[config.mk]
export PLATFORM = sky130hd
export DESIGN_NAME = rotary_bank_flat
export DESIGN_NICKNAME = d
export VERILOG_FILES = /design/src/rtl/rotary_bank_if.sv /design/src/rtl/rotary_bank.sv /design/src/flat_wrapper.sv
export SDC_FILE = /design/constraint.sdc
export NUM_CORES = 1
export LEC_CHECK = 0
export ABC_AREA = 1
export BUFFER_PORTS_ARGS = -buffer_cell sky130_fd_sc_hd__buf_2
export CORE_UTILIZATION = 48
export CTS_CLUSTER_DIAMETER = 80
export CTS_CLUSTER_SIZE = 12
export DETAILED_ROUTE_END_ITERATION = 10
export PLACE_DENSITY = 0.65
export RECOVER_POWER = 50
export SLEW_MARGIN = 20
export SYNTH_ARGS = -nofsm -noshare
export SYNTH_HDL_FRONTEND = slang
export SYNTH_SLANG_ARGS = --single-unit
[constraint.sdc]
create_clock -name clock -period 3.35 [get_ports clock]
set_input_delay 1.005 -clock clock [delete_from_list [all_inputs] [get_ports clock]]
set_output_delay 1.005 -clock clock [all_outputs]
set_load 0.01 [all_outputs]
[src/rtl/rotary_bank_if.sv]
// Sequencer-side bus of rotary_bank: output-register instruction in, selected-channel status out.
interface rotary_bank_if #(
  parameter int COUNT_WIDTH = 8
);
  logic [11:0]            inst;
  logic                   inst_en;
  logic                   rotary_left_status;
  logic                   rotary_right_status;
  logic [COUNT_WIDTH-1:0] rotary_count;
  logic [3:0]             rotary_sel;

  modport master (
    output inst, inst_en,
    input  rotary_left_status, rotary_right_status, rotary_count, rotary_sel
  );

  modport slave (
    input  inst, inst_en,
    output rotary_left_status, rotary_right_status, rotary_count, rotary_sel
  );
endinterface

[src/rtl/rotary_bank.sv]
// rotary_bank: CHANNELS quadrature encoders -> sync, debounce, step detect, sticky flags + counters.
// Optional `ROTARY_BANK_IRQ_EN adds the irq output, an 8-bit mask register and opcode 0x5.
module rotary_bank #(
  parameter int CHANNELS    = 4,
  parameter int DEBOUNCE    = 16,
  parameter int COUNT_WIDTH = 8
) (
  input  logic                  clock,
  input  logic                  reset,
  rotary_bank_if.slave          bus,
  input  logic [2*CHANNELS-1:0] rotary
`ifdef ROTARY_BANK_IRQ_EN
  ,
  output logic                  irq
`endif
);

  typedef enum logic [3:0] {
    OP_NOP      = 4'h0,
    OP_SELECT   = 4'h1,
    OP_CLEAR    = 4'h2,
    OP_CLEARALL = 4'h3,
    OP_CLRFLAGS = 4'h4,
    OP_IRQMASK  = 4'h5
  } op_e;

  localparam int                     PW       = 2 * CHANNELS;
  localparam int                     DW       = $clog2(DEBOUNCE + 1);
  localparam logic [DW-1:0]          DEB_MAX  = DW'(DEBOUNCE);
  localparam logic [DW-1:0]          DEB_ONE  = DW'(1);
  localparam logic [COUNT_WIDTH-1:0] CNT_ONE  = COUNT_WIDTH'(1);
  localparam logic [8:0]             CH_LIMIT = 9'(CHANNELS);

  logic [PW-1:0]          sync1, sync2, deb_last, acc, acc_next;
  logic [DW-1:0]          deb_cnt  [CHANNELS];
  logic [DW-1:0]          cnt_next [CHANNELS];
  logic [CHANNELS-1:0]    accept, step_r, step_l, sel_hit, clr_cnt, clr_flg;
  logic [CHANNELS-1:0]    left, right, left_next, right_next;
  logic [COUNT_WIDTH-1:0] count      [CHANNELS];
  logic [COUNT_WIDTH-1:0] count_next [CHANNELS];
  logic [3:0]             sel, sel_next;
  logic                   sel_left, sel_right;
  logic [COUNT_WIDTH-1:0] sel_count;
  op_e                    op;
  logic [7:0]             imm;
  logic                   do_clear, do_clearall, do_clrflags;

  assign op          = op_e'(bus.inst[11:8]);
  assign imm         = bus.inst[7:0];
  assign do_clear    = bus.inst_en && (op == OP_CLEAR);
  assign do_clearall = bus.inst_en && (op == OP_CLEARALL);
  assign do_clrflags = bus.inst_en && (op == OP_CLRFLAGS);
  // Out-of-range channel numbers leave the selection untouched.
  assign sel_next    = (bus.inst_en && (op == OP_SELECT) && ({1'b0, imm} < CH_LIMIT))
                       ? imm[3:0] : sel;

  always_comb begin
    // NOTE: every signal driven here gets a default before any conditional, so no latch is inferred.
    acc_next  = acc;
    accept    = '0;
    step_r    = '0;
    step_l    = '0;
    sel_hit   = '0;
    clr_cnt   = '0;
    clr_flg   = '0;
    left_next = left;
    right_next = right;
    sel_left  = 1'b0;
    sel_right = 1'b0;
    sel_count = '0;
    for (int n = 0; n < CHANNELS; n++) begin
      // Run length of the synchronised pair; a new value restarts the run at one sample.
      if (sync2[2*n +: 2] != deb_last[2*n +: 2]) cnt_next[n] = DEB_ONE;
      else if (deb_cnt[n] == DEB_MAX)            cnt_next[n] = DEB_MAX;
      else                                       cnt_next[n] = deb_cnt[n] + DEB_ONE;

      accept[n] = (cnt_next[n] == DEB_MAX) && (sync2[2*n +: 2] != acc[2*n +: 2]);
      step_r[n] = accept[n] && (acc[2*n +: 2] == 2'b01) && (sync2[2*n +: 2] == 2'b11);
      step_l[n] = accept[n] && (acc[2*n +: 2] == 2'b10) && (sync2[2*n +: 2] == 2'b11);
      if (accept[n]) acc_next[2*n +: 2] = sync2[2*n +: 2];

      sel_hit[n] = (sel == 4'(n));
      clr_cnt[n] = do_clearall || (do_clear && sel_hit[n]);
      clr_flg[n] = clr_cnt[n] || (do_clrflags && sel_hit[n]);

      // Clear is applied first so a step landing on the same edge survives it.
      left_next[n]  = (left[n]  && !clr_flg[n]) || step_l[n];
      right_next[n] = (right[n] && !clr_flg[n]) || step_r[n];
      count_next[n] = clr_cnt[n] ? '0 : count[n];
      if (step_r[n])      count_next[n] = count_next[n] + CNT_ONE;
      else if (step_l[n]) count_next[n] = count_next[n] - CNT_ONE;

      if (sel_hit[n]) begin
        sel_left  = left[n];
        sel_right = right[n];
        sel_count = count[n];
      end
    end
  end

`ifdef ROTARY_BANK_IRQ_EN
  localparam int MW = (CHANNELS < 8) ? CHANNELS : 8;

  logic [MW-1:0] irq_mask;
  logic          irq_next;

  always_comb begin
    irq_next = 1'b0;
    for (int n = 0; n < MW; n++) irq_next = irq_next | (irq_mask[n] & (left[n] | right[n]));
  end
`endif

  always_ff @(posedge clock) begin
    if (reset) begin
      // NOTE: the per-channel arrays are a handful of flops, not RAM, so they are reset in full.
      sync1    <= '1;
      sync2    <= '1;
      deb_last <= '1;
      acc      <= '1;
      for (int n = 0; n < CHANNELS; n++) begin
        deb_cnt[n] <= DEB_MAX;
        count[n]   <= '0;
      end
      left  <= '0;
      right <= '0;
      sel   <= '0;
      bus.rotary_left_status  <= 1'b0;
      bus.rotary_right_status <= 1'b0;
      bus.rotary_count        <= '0;
      bus.rotary_sel          <= '0;
`ifdef ROTARY_BANK_IRQ_EN
      irq_mask <= '0;
      irq      <= 1'b0;
`endif
    end else begin
      // NOTE: non-blocking assignments keep every register sampling pre-edge values.
      sync1    <= rotary;
      sync2    <= sync1;
      deb_last <= sync2;
      acc      <= acc_next;
      for (int n = 0; n < CHANNELS; n++) begin
        deb_cnt[n] <= cnt_next[n];
        count[n]   <= count_next[n];
      end
      left  <= left_next;
      right <= right_next;
      sel   <= sel_next;
      bus.rotary_left_status  <= sel_left;
      bus.rotary_right_status <= sel_right;
      bus.rotary_count        <= sel_count;
      bus.rotary_sel          <= sel;
`ifdef ROTARY_BANK_IRQ_EN
      if (bus.inst_en && (op == OP_IRQMASK)) irq_mask <= imm[MW-1:0];
      irq <= irq_next;
`endif
    end
  end

endmodule
[src/flat_wrapper.sv]
// flat-port wrapper written by rule: the top's interface ports become plain ports
module rotary_bank_flat 
#(
  parameter int CHANNELS    = 4,
  parameter int DEBOUNCE    = 16,
  parameter int COUNT_WIDTH = 8
)
  (clock, reset, rotary, bus_inst, bus_inst_en, bus_rotary_left_status, bus_rotary_right_status, bus_rotary_count, bus_rotary_sel);
  rotary_bank_if #(.COUNT_WIDTH(COUNT_WIDTH)) bus_i ();
  input  logic clock;
  input  logic reset;
  input  logic [2*CHANNELS-1:0] rotary;
  input wire logic [$bits(bus_i.inst)-1:0] bus_inst;
  input wire logic [$bits(bus_i.inst_en)-1:0] bus_inst_en;
  output wire logic [$bits(bus_i.rotary_left_status)-1:0] bus_rotary_left_status;
  output wire logic [$bits(bus_i.rotary_right_status)-1:0] bus_rotary_right_status;
  output wire logic [$bits(bus_i.rotary_count)-1:0] bus_rotary_count;
  output wire logic [$bits(bus_i.rotary_sel)-1:0] bus_rotary_sel;
  assign bus_i.inst = bus_inst;
  assign bus_i.inst_en = bus_inst_en;
  assign bus_rotary_left_status = bus_i.rotary_left_status;
  assign bus_rotary_right_status = bus_i.rotary_right_status;
  assign bus_rotary_count = bus_i.rotary_count;
  assign bus_rotary_sel = bus_i.rotary_sel;
  rotary_bank #(.CHANNELS(CHANNELS), .DEBOUNCE(DEBOUNCE), .COUNT_WIDTH(COUNT_WIDTH)) u_core (.clock(clock), .reset(reset), .bus(bus_i), .rotary(rotary));
endmodule
Word level (Yosys, flattened, before mapping)
Memories as Yosys holds them, arrays and structs flattened.
Cells that the tools add are included.
{ "word_totals": {"reg_bits": 58, "ramBits": 52, "inputBits": 23, "n_memories": 2, "word_cells": 177} }
{ "mem_list": {"columns": ["memory", "depth", "word_bits", "read_ports", "rd_clocked_by_memory_dff", "write_ports", "line", "text"], "rows": [
  ["u_core.count", 4, 8, 4, 0, 4, "rotary_bank.sv:39", "logic [COUNT_WIDTH-1:0] count [CHANNELS];"],
  ["u_core.deb_cnt", 4, 5, 4, 0, 4, "rotary_bank.sv:35", "logic [DW-1:0] deb_cnt [CHANNELS];"]
]} }
{ "op_classes": {"order_cmp": 1, "n_eq_ne": 35, "reduce_logical": 62, "addsub": 12, "n_mux": 43, "n_bitwise": 8} }
{ "op_table": {"columns": ["cell", "n"], "rows": [
  ["two-way mux 8 bit", 20],
  ["two-way mux 5 bit", 12],
  ["logical AND 1 bit", 41],
  ["equality test 5 bit (second input constant)", 8],
  ["adder 8 x 1 -> 8 bit (second input constant)", 4],
  ["subtractor 8 x 1 -> 8 bit (second input constant)", 4],
  ["adder 5 x 1 -> 5 bit (second input constant)", 4],
  ["equality test 2 bit (second input constant)", 8],
  ["equality test 4 x 2 -> 1 bit (second input constant)", 4],
  ["logical OR 1 bit", 16],
  ["inequality test 2 bit", 8],
  ["two-way mux 1 bit", 11],
  ["equality test 2 x 1 -> 1 bit (second input constant)", 4],
  ["equality test 4 x 1 -> 1 bit (second input constant)", 2],
  ["less-than comparator 8 x 3 -> 1 bit (second input constant)", 1],
  ["bitwise OR 1 bit", 8],
  ["equality test 4 x 3 -> 1 bit (second input constant)", 1],
  ["logical NOT 1 bit", 4],
  ["logical NOT 4 bit", 1]
]} }

Depth between registers and ports, before layout
Gate-level depths: netlist of the first run.
{ "logic_depth": {"depth_word": 10, "depth_mapped": 17} }

Least setup slack after synthesis of the first run
No wires, ideal clock.
{ "synth_timing": {"kind": "input -> register", "start": "in bus_inst[11]", "end": "mem u_core.count[2][6], in the netlist u_core.count[0][22]", "t_required_ps": 3279, "arrival_ps": 2592, "path_buffers": 0, "setup_slack_ps": 688, "cell_stages": 15, "path_cell_list": "nor2_2 -> nand2_1 -> nor2_2 -> nand2_2 -> nand2_1 -> inv_1 -> nand2_1 -> inv_1 -> ha_1 -> nand2_1 -> nor2_1 -> nand3_1 -> xor2_1 -> nand2_1 -> a21oi_1"} }
{ "synth_rtl": {"columns": ["element", "line", "text"], "rows": [
  ["start: declaration", "flat_wrapper.sv:13", "input wire logic [$bits(bus_i.inst)-1:0] bus_inst;"],
  ["end: declaration", "rotary_bank.sv:39", null]
]} }

==> run metrics, run 1 <==
outcome=completed; Post-CTS Setup Bufs=0; # resized after CTS=0; Tightest Hold Check Type=register to register; initial DRC count=just under 400; hold_sp=u_core.sync1[6]; Final min period=2.62 ns; Final Cycle Share=about four fifths; R2R depth=16; Worst Setup End Kind=register; DR vias=about 5.4k; Placed Area=6380 um2; Starting Density=49.6%; critical path data required time=~3.6 ns; largest net degree at the start of global routing=76; Yosys Warn Count=0; Final Wtd Congestion=0.869; first-pass GRT wire length=22600 um; Fmax=0.382 GHz; die footprint=13000 um2; total CTS buffers=9; Placed Cells incl. Taps=1073; maximum VDD drop=0.000395 V; Routed Antenna Nets=0; Avg Inst Size Synth=6.85 um2; H-Tree Depth=3; top cell type's share of synthesized area=36.7%; worst slew pin tran=1.47 ns; setup violators final=0; leading cell types in the layout, fill and taps excluded=nand2_1 (238), dfxtp_1 (110), nor2_1 (103); pwr dens=437 nW/um2; Worst R2R Start=u_core.sel[1]; IO buf count=36; cell row count=40; share of the synthesized area in compound gates (AO/OA/AOI/OAI)=10.2%; max_slew headroom=roughly 1.7%; fin util=between 50 and 60%; Seq/Total Area, Yosys=36.7%; Pwr Total=about 2.9 mW; Synth Register Bits=110; Hold WS=0.411 ns; clk_skew=0.00867 ns; hpwl dp=a little under 10000 um; final worst setup slack=0.729 ns; total negative setup slack=0 ns; quantity of hold-fixing buffers added after cts=0; flop2flop setup slack=1.01 ns; drt pass-1 iters=5; Hold Crit Depth=1; synthesis-to-layout area growth=11.0%; Worst-Skew Late Latency=0.36 ns; CTS Sinks=between 100 and 150; vias in the first global route=4885; Mapped Area=6000 um2; Crit Path Class=input pin to register; non-filler cells, final=1089; Final Hold Vio Count=0; RR Endpoint=u_core.count[0][30]; initial antenna violation count=0; Worst Path Arrival=~2.9 ns; Root Buffer=clkbuf_16; Post-Synth Adder-Cell Area=between 3 and 4%; hold path endpoint=u_core.sync2[6]; total track usage=21.9%; post-synth net total=916; cell taking the most area after synthesis=dfxtp_1; Diodes inserted=0; vias per inst=roughly 5.0; final max-slew violation count=0; share of cells above drive strength 1=13.9%; Leakage=3.09 nW; Post-Synth Simple-Gate Area=around 40%; TritonCTS clock tree=done; CTS max path bufs=2; Startpoint Class=input pin; Die X=roughly 110 um; largest family of logic cells by synthesized area=simple AND/OR/NAND/NOR gates; Die Y=114 um; DRC viols=0; fin nets=955; mux cell area share after synthesis=0%; Critical Path Fanout Max=7; RSZ-0062 raised after global routing=no; Synth Area in XOR/XNOR=2.04%; post-route cell area=6670 um2; Distinct cells, synth=41; core area=12100 um2; WL/cell=12.0 um; commonest non-fill, non-tap cell in the layout=nand2_1; WL final=13100 um; Place WS=0.388 ns; total gr overflow=0; Synth Instances=877; Clock transition at path regs=about 0.070 ns; largest cells by area after synthesis=dfxtp_1 (37%), nand2_1 (15%), nor2_1 (6.4%), inv_1 (5.9%), nand3_1 (4.4%); number of max-cap violations=0; top-level port count=37
-- flip-flops by register name (all words and copies together), names as in the netlist --
name,cells
u_core.count,32
u_core.deb_cnt,20
u_core.acc,8
u_core.bus.rotary_count,8
u_core.deb_last,8
u_core.sync1,8
u_core.sync2,8
u_core.bus.rotary_sel,4
u_core.left,4
u_core.right,4
u_core.sel,4
u_core.bus.rotary_left_status,1
u_core.bus.rotary_right_status,1
-- cells in the mapped netlist (all sizes together) --
master	instances
buf	2
o311ai	1
xnor2	3
o22ai	5
and2	1
or2	17
nand2	254
inv	109
a21oi	43
a31oi	2
nand4	19
nor4	3
clkinv	2
a22o	4
ha	16
xor2	11
dfxtp	110
o21ai	31
nor3	33
clkbuf	12
a221oi	10
nor3b	1
o211ai	8
nor2	122
nand3	58
-- critical path: stages --
cell and delay, ns:
buf_2 0.11, nor2_2 0.16, nand2_1 0.08, nor2_2 0.26
nand2_2 0.17, nand2_1 0.11, inv_1 0.07, nand2_1 0.08
inv_1 0.06, ha_1 0.21, nand2_1 0.07, nor2_1 0.06
nand3_1 0.09, xor2_1 0.15, nand2_1 0.07, a21oi_1 0.14
-- logic make-up after synthesis --
logic type | after synthesis
and+or+nand+nor | 508
AOI/OAI and AO/OA | 104
buffers and inverters | 125
xor gates and xnor gates | 14
adders and majority gates | 16
DFF | 110
-- worst max path at each step --
stage                      start                  end  cells past startpoint
floorplan           bus_inst[11]  u_core.count[0][22]                     15
global placement    bus_inst[11]   u_core.count[0][6]                     15
detailed placement  bus_inst[11]   u_core.count[0][6]                     15
CTS                 bus_inst[11]   u_core.count[0][6]                     15
global route        bus_inst[11]  u_core.count[0][22]                     16
finish              bus_inst[11]  u_core.count[0][22]                     16
-- layer usage --
metal / vias to the layer above / GRT usage (%) / share of wire (%)
met3: 11 / 5.31 / 4.3
met4: 0 / 5.54 / 0.98
li1: 2915 / - / -
met1: 2385 / 28.8 / 50
met5: - / 0 / 0
met2: 93 / 36.1 / 44
-- report_power, final --
part / switching (mW) / total (mW) / internal [mW]
clock: 0.487 / 1.08 / 0.598
sequential: 0.0479 / 1.41 / 1.37
combinational: 0.269 / 0.412 / 0.144
total: 0.803 / 2.91 / 2.11
-- cell type report --
cell class	count	area [um2]
timing repair buffer	42	208
clock buffer	10	239
tap	168	210
sequential	110	2200
multi-input combinational	642	3330
inverter	111	419
clock inverter	6	61.3
fill	1253	5450
No activity file was read; power rests on OpenSTA's default activity.
==> run 2: changes to the inputs <==
--- a/config.mk
+++ b/config.mk
@@ -11,7 +11,7 @@
 export CTS_CLUSTER_DIAMETER = 80
 export CTS_CLUSTER_SIZE = 12
 export DETAILED_ROUTE_END_ITERATION = 10
-export PLACE_DENSITY = 0.65
+export PLACE_DENSITY = 0.68
 export RECOVER_POWER = 50
 export SLEW_MARGIN = 20
 export SYNTH_ARGS = -nofsm -noshare
==> constraint.sdc (replaced) <==
create_clock -name clock -period 2.1 [get_ports clock]
set_input_delay 0.63 -clock clock [delete_from_list [all_inputs] [get_ports clock]]
set_output_delay 0.63 -clock clock [all_outputs]
set_load 0.01 [all_outputs]
==> run 2 against run 1 <==
Compared with the run above:
- first-iteration DRC count is 16% lower
- flip-flop and latch count did not move
- routed wire length up 4.4%
- utilization increased by 5.8 points
- count of clock-buffer cells in the layout is 3 higher
- global-route usage down 0.26 points
- critical path depth shrank 1
- setup slack worse by 0.60 ns
- clock skew decreased by 0.0031 ns
- non-clock buffer count rose by 62
- critical endpoint is now u_core.count[0][12]
- largest cell class unchanged
==> run metrics, run 2 (same netlist as run 1, synthesis figures left out) <==
hold path endpoint=u_core.sync2[2]; total gr overflow=0 (unchanged); share of cells above drive strength 1=22.9% (+9.0 points); fin nets=1018 (+6.6%); RR Endpoint=u_core.count[0][22]; max_slew headroom=62.6% (+61 points); Most Crowded Layer GR=met2; final max-slew violation count=0 (unchanged); Final Hold Vio Count=0 (unchanged); drt pass-1 iters=5 (unchanged); max reg flops=32 (unchanged); area of the multi-input gates=3490 um2 (+4.9%); Fmax=0.507 GHz; top-level port count=37 (unchanged); grt met3 use=5.42% (+0.11 points); CTS Sinks=110 (unchanged); most used cell, CP=nand2_1; Hold Crit Depth=1 (unchanged); clk_skew=0.00561 ns (-0.00306 ns); total negative setup slack=0 ns (unchanged); DRC viols=0 (unchanged); CP Cell Sequence=buf_2 -> nor2_4 -> nand2_2 -> nor2_4 -> nand2_2 -> nand2_4 -> nor2_2 -> inv_2 -> ha_2 -> nand2_1 -> nor2_2 -> nand2_1 -> nand2_1 -> nand2_1 -> nor3b_2; hpwl dp=9960 um (+2.2%); GR Layer Usage met2=35.8% (-0.33 points); Hold WS=0.408 ns (-0.00254 ns); Die Y=114 um (unchanged); synthesis-to-layout area growth=22.8%; setup violators final=0 (unchanged); vias in the first global route=4993 (+2.2%); FF/Latch Area=2210 um2 (+0.34%); Placed Cells incl. Taps=1131 (+5.4%); H-Tree Depth=3 (unchanged); core area=12100 um2 (unchanged); biggest regs=u_core.count (32), u_core.deb_cnt (20); Worst-Skew Late Latency=0.35 ns (about the same); TritonCTS clock tree=done; R2R depth=12 (-4); maximum VDD drop=0.000704 V (+78%); WL/cell=11.8 um (-1.3%); Final min period=1.97 ns; final worst setup slack=0.129 ns (-0.600 ns); cell row count=40 (unchanged); Clock transition at path regs=0.07 ns (about the same); outcome=completed; GR Layer Usage met1=28.1% (-0.68 points); CP peak stage delay=0.20 ns (-0.06 ns); Placed Area=6890 um2 (+7.9%); Biggest register=u_core.count; Crit Path Class=input pin to register; Critical Path Fanout Max=5 (-2); vias per inst=4.97 (+0.20%); Root Buffer=clkbuf_16; total track usage=21.6% (-0.26 points); Final Wtd Congestion=0.886 (+2.0%); total CTS buffers=9 (unchanged); Final Cycle Share=~94%; Leakage=3.46 nW (+12%); Routed Antenna Nets=0 (unchanged); Startpoint Class=input pin; flop2flop setup slack=0.15 ns (-0.86 ns); crit path from=bus_inst[11]; largest net degree at the start of global routing=76 (unchanged); critical path data required time=2.33 ns (-1.28 ns); commonest non-fill, non-tap cell in the layout=nand2_1; initial antenna violation count=0 (unchanged); Diodes inserted=0 (unchanged); pwr dens=677 nW/um2 (+55%); Fillers=1174 (-6.3%); IO buf count=36 (unchanged); fin util=60.9% (+5.8 points); Die X=114 um (unchanged); CTS max path bufs=2 (unchanged); Tightest Hold Check Type=register to register; WL final=13600 um (+4.4%); Starting Density=49.6% (unchanged); hold_sp=u_core.sync1[2]; DR vias=5728 (+6.0%); Place WS=-0.276 ns (-0.664 ns); non-filler cells, final=1152 (+5.8%); leading cell types in the layout, fill and taps excluded=nand2_1 (230), dfxtp_1 (104), nor2_1 (96); Worst Path Arrival=2.20 ns (-0.68 ns); Worst Setup End Kind=register; post-route cell area=7370 um2 (+11%); die footprint=13000 um2 (unchanged); initial DRC count=328 (-16%); first-pass GRT wire length=22500 um (about the same); Pwr Total=4.99 mW (+72%); worst slew pin tran=0.552 ns (-0.922 ns); Worst R2R Start=u_core.deb_cnt[2][0]; Slowest-stage cell, CP=nor2_4; number of max-cap violations=0 (unchanged)
## run 2: cell count changes in the layout (fill, tap and decap cells not counted), moves of 6 or more
cell | previous run | this run
dfxtp_2 | 0 | 6
nor2_4 | 7 | 14
buf_4 | 5 | 64
nand2_2 | 12 | 18
dfxtp_1 | 110 | 104
nor2_1 | 103 | 96
nand2_1 | 238 | 230
## run 2: metal layers
| layer | up-vias | wire length (um) |
|---|---|---|
| met1 | 2565 | 6600 |
| met2 | 107 | 6280 |
| li1 | 3040 | - |
| met3 | 16 | 558 |
| met5 | - | 0 |
| met4 | 0 | 203 |
## run 2: area by class of cell
cell class	count	share of cell area, %
clock buffers	13	3.53
clock inverters	3	1.22
repair buffers	104	9.45
inverters	111	5.68
flip-flops and latches	110	30.0
well taps	168	2.85
multi-input cells	643	47.3
## run 2: worst max-delay path by stage
stage	endpoint	slack (ns)	cells past startpoint
2_1_floorplan	u_core.count[0][22]	-0.001	15
3_3_place_gp	u_core.count[0][14]	-0.24	16
3_5_place_dp	u_core.count[0][22]	-0.28	16
4_1_cts	u_core.count[0][22]	0.06	16
5_1_grt	u_core.count[0][7]	-0.04	13
6_report	u_core.count[0][12]	0.13	15
## run 2: report_power, final
part / internal [mW] / switching [mW]
clock network: 1.23 / 0.743
logic: 0.283 / 0.478
registers: 2.18 / 0.0763
total: 3.70 / 1.30
## run 2: worst max-delay path, delay by kind of cell
kind,cells,cell delay (ns)
and+or+nand+nor,12,1.21
adders and majority gates,1,0.17
buffers and inverters,2,0.17
## run 2: what timing repair did
item,in CTS,in global routing
buffers inserted,0,4
endpoints found under the setup margin,0,21
hold buffers,0,0
hold endpoints to repair,0,0
gates resized for setup,0,39
==> run 3: changes to the inputs <==
--- a/config.mk
+++ b/config.mk
@@ -7,11 +7,13 @@
 export LEC_CHECK = 0
 export ABC_AREA = 1
 export BUFFER_PORTS_ARGS = -buffer_cell sky130_fd_sc_hd__buf_2
-export CORE_UTILIZATION = 48
+export CELL_PAD_IN_SITES_DETAIL_PLACEMENT = 0
+export CELL_PAD_IN_SITES_GLOBAL_PLACEMENT = 1
+export CORE_UTILIZATION = 40
 export CTS_CLUSTER_DIAMETER = 80
 export CTS_CLUSTER_SIZE = 12
 export DETAILED_ROUTE_END_ITERATION = 10
-export PLACE_DENSITY = 0.68
+export PLACE_DENSITY_LB_ADDON = 0.1
 export RECOVER_POWER = 50
 export SLEW_MARGIN = 20
 export SYNTH_ARGS = -nofsm -noshare
==> run 3 against run 2 <==
Compared with the run above:
- global-route usage fell by 1.5 points
- highest routed layer unchanged
- clock skew up 0.0052 ns
- via count is 1.4% higher
- power down 4.0%
- final cell count increased by 1.3%
- setup slack got worse by 0.014 ns
- sequential share of layout area grew 0.075 points
- register-to-register slack got worse by 0.02 ns
- routed wire length rose by 11%
- first-iteration DRC count down 19%
- non-clock buffer count unchanged
==> run metrics, run 3 (same netlist as run 1, synthesis figures left out) <==
Placed Cells incl. Taps=1147 (+1.4%); Crit Path Class=input pin to register; CP Cell Sequence=buf_2 -> nor2_4 -> nand2_2 -> nor2_4 -> nand2_2 -> nand2_4 -> nor2_2 -> inv_2 -> ha_2 -> nand2_1 -> nor2_2 -> nand2_1 -> nand2_1 -> nand2_1 -> nor3b_2; Root Buffer=clkbuf_16; DR vias=5806 (+1.4%); WP buf/inv=2 (unchanged); commonest non-fill, non-tap cell in the layout=nand2_1; clk_skew=0.0108 ns (+0.00519 ns); most used cell, CP=nand2_1; Die X=125 um (+9.4%); hold_sp=u_core.sync1[2]; Final Hold Vio Count=0 (unchanged); Worst Setup End Kind=register; flop2flop setup slack=0.13 ns (-0.02 ns); core area=14600 um2 (+20%); max reg flops=32 (unchanged); Diodes inserted=0 (unchanged); Fmax=0.504 GHz (-0.72%); vias in the first global route=5362 (+7.4%); number of max-cap violations=0 (unchanged); Worst R2R Start=u_core.sync2[0]; Biggest register=u_core.count; vias per inst=4.98 (about the same); Worst-Skew Late Latency=0.36 ns (about the same); die footprint=15500 um2 (+20%); TritonCTS clock tree=done; Pwr Total=4.79 mW (-4.0%); hold path endpoint=u_core.sync2[2]; first-pass GRT wire length=25400 um (+13%); max_slew headroom=56.8% (-5.9 points); Routed Antenna Nets=0 (unchanged); WL final=15100 um (+11%); Slowest-stage cell, CP=nor2_4; initial DRC count=266 (-19%); non-filler cells, final=1167 (+1.3%); top-level port count=37 (unchanged); CTS Sinks=110 (unchanged); cell family with most CP delay=simple AND/OR/NAND/NOR gates; RR Endpoint=u_core.count[0][4]; fin nets=1017 (-0.098%); maximum VDD drop=0.000534 V (-24%); Starting Density=41.1% (-8.4 points); share of cells above drive strength 1=23.5% (+0.63 points); Startpoint Class=input pin; Final Wtd Congestion=0.888 (+0.24%); critical path data required time=2.35 ns (+0.02 ns); final max-slew violation count=0 (unchanged); outcome=completed; total negative setup slack=0 ns (unchanged); synthesis-to-layout area growth=22.5%; Place WS=-0.294 ns (-0.0177 ns); Hold Crit Depth=1 (unchanged); largest net degree at the start of global routing=56 (-26%); initial antenna violation count=0 (unchanged); cell row count=44 (+10%); Leakage=3.42 nW (-1.1%); fin util=50.4% (-10 points); worst slew pin tran=0.639 ns (+0.0866 ns); total gr overflow=0 (unchanged); post-route cell area=7350 um2 (-0.31%); setup violators final=0 (unchanged); Hold WS=0.410 ns (+0.00200 ns); crit path from=bus_inst[11]; CTS max path bufs=2 (unchanged); DRC viols=0 (unchanged); Clock transition at path regs=0.08 ns (about the same); Die Y=125 um (+9.4%); H-Tree Depth=3 (unchanged); R2R depth=12 (unchanged); pwr dens=652 nW/um2 (-3.7%); IO buf count=36 (unchanged); Tightest Hold Check Type=register to register; Critical Path Fanout Max=5 (unchanged); WL/cell=13.0 um (+9.6%); Final min period=1.98 ns (+0.0144 ns); leading cell types in the layout, fill and taps excluded=nand2_1 (229), dfxtp_1 (105), nor2_1 (95); hpwl dp=11400 um (+14%); Placed Area=6910 um2 (+0.29%); drt pass-1 iters=4 (-1); CP peak stage delay=0.21 ns (about the same); Final Cycle Share=94.5% (+0.69 points); RSZ-0062 raised after global routing=yes; Worst Path Arrival=2.24 ns (+0.04 ns); biggest regs=u_core.count (32), u_core.deb_cnt (20); total track usage=20.1% (-1.5 points); final worst setup slack=0.115 ns (-0.0144 ns); total CTS buffers=9 (unchanged)
==> run 3: worst max-delay path by stage <==
stage,to,depth (start not counted)
finish,u_core.count[0][12],15
global route,u_core.count[0][4],12
global placement,u_core.count[0][14],16
CTS,u_core.count[0][20],15
floorplan,u_core.count[0][22],15
detailed placement,u_core.count[0][14],16
==> run 3: final cells by class <==
class | instances | area [um2]
clock buffers | 9 | 225
clock inverters | 7 | 73.8
fillers | 1458 | 7240
inverters | 111 | 419
multi-input cells | 642 | 3490
flip-flops and latches | 110 | 2210
well taps | 184 | 230
repair buffers | 104 | 703
==> run 3: timing repair <==
action / CTS / global route
resized for setup: 0 / 39
hold buffers: 0 / 0
setup endpoints to repair: 0 / 26
buffers inserted: 0 / 4
endpoints found under the hold margin: 0 / 0
==> run 3: routing by layer <==
layer / track usage [%] / part of all wire (%) / vias to the layer above
met4: 5.88 / 1.5 / 0
met3: 4.73 / 4.2 / 20
met1: 26.5 / 49 / 2632
met2: 32.6 / 45 / 113
li1: - / - / 3041
met5: 0 / 0 / -
==> run 3: power breakdown <==
group / internal (mW) / switching [mW]
clock network: 0.930 / 0.815
logic: 0.289 / 0.495
registers: 2.18 / 0.0843
total: 3.40 / 1.39
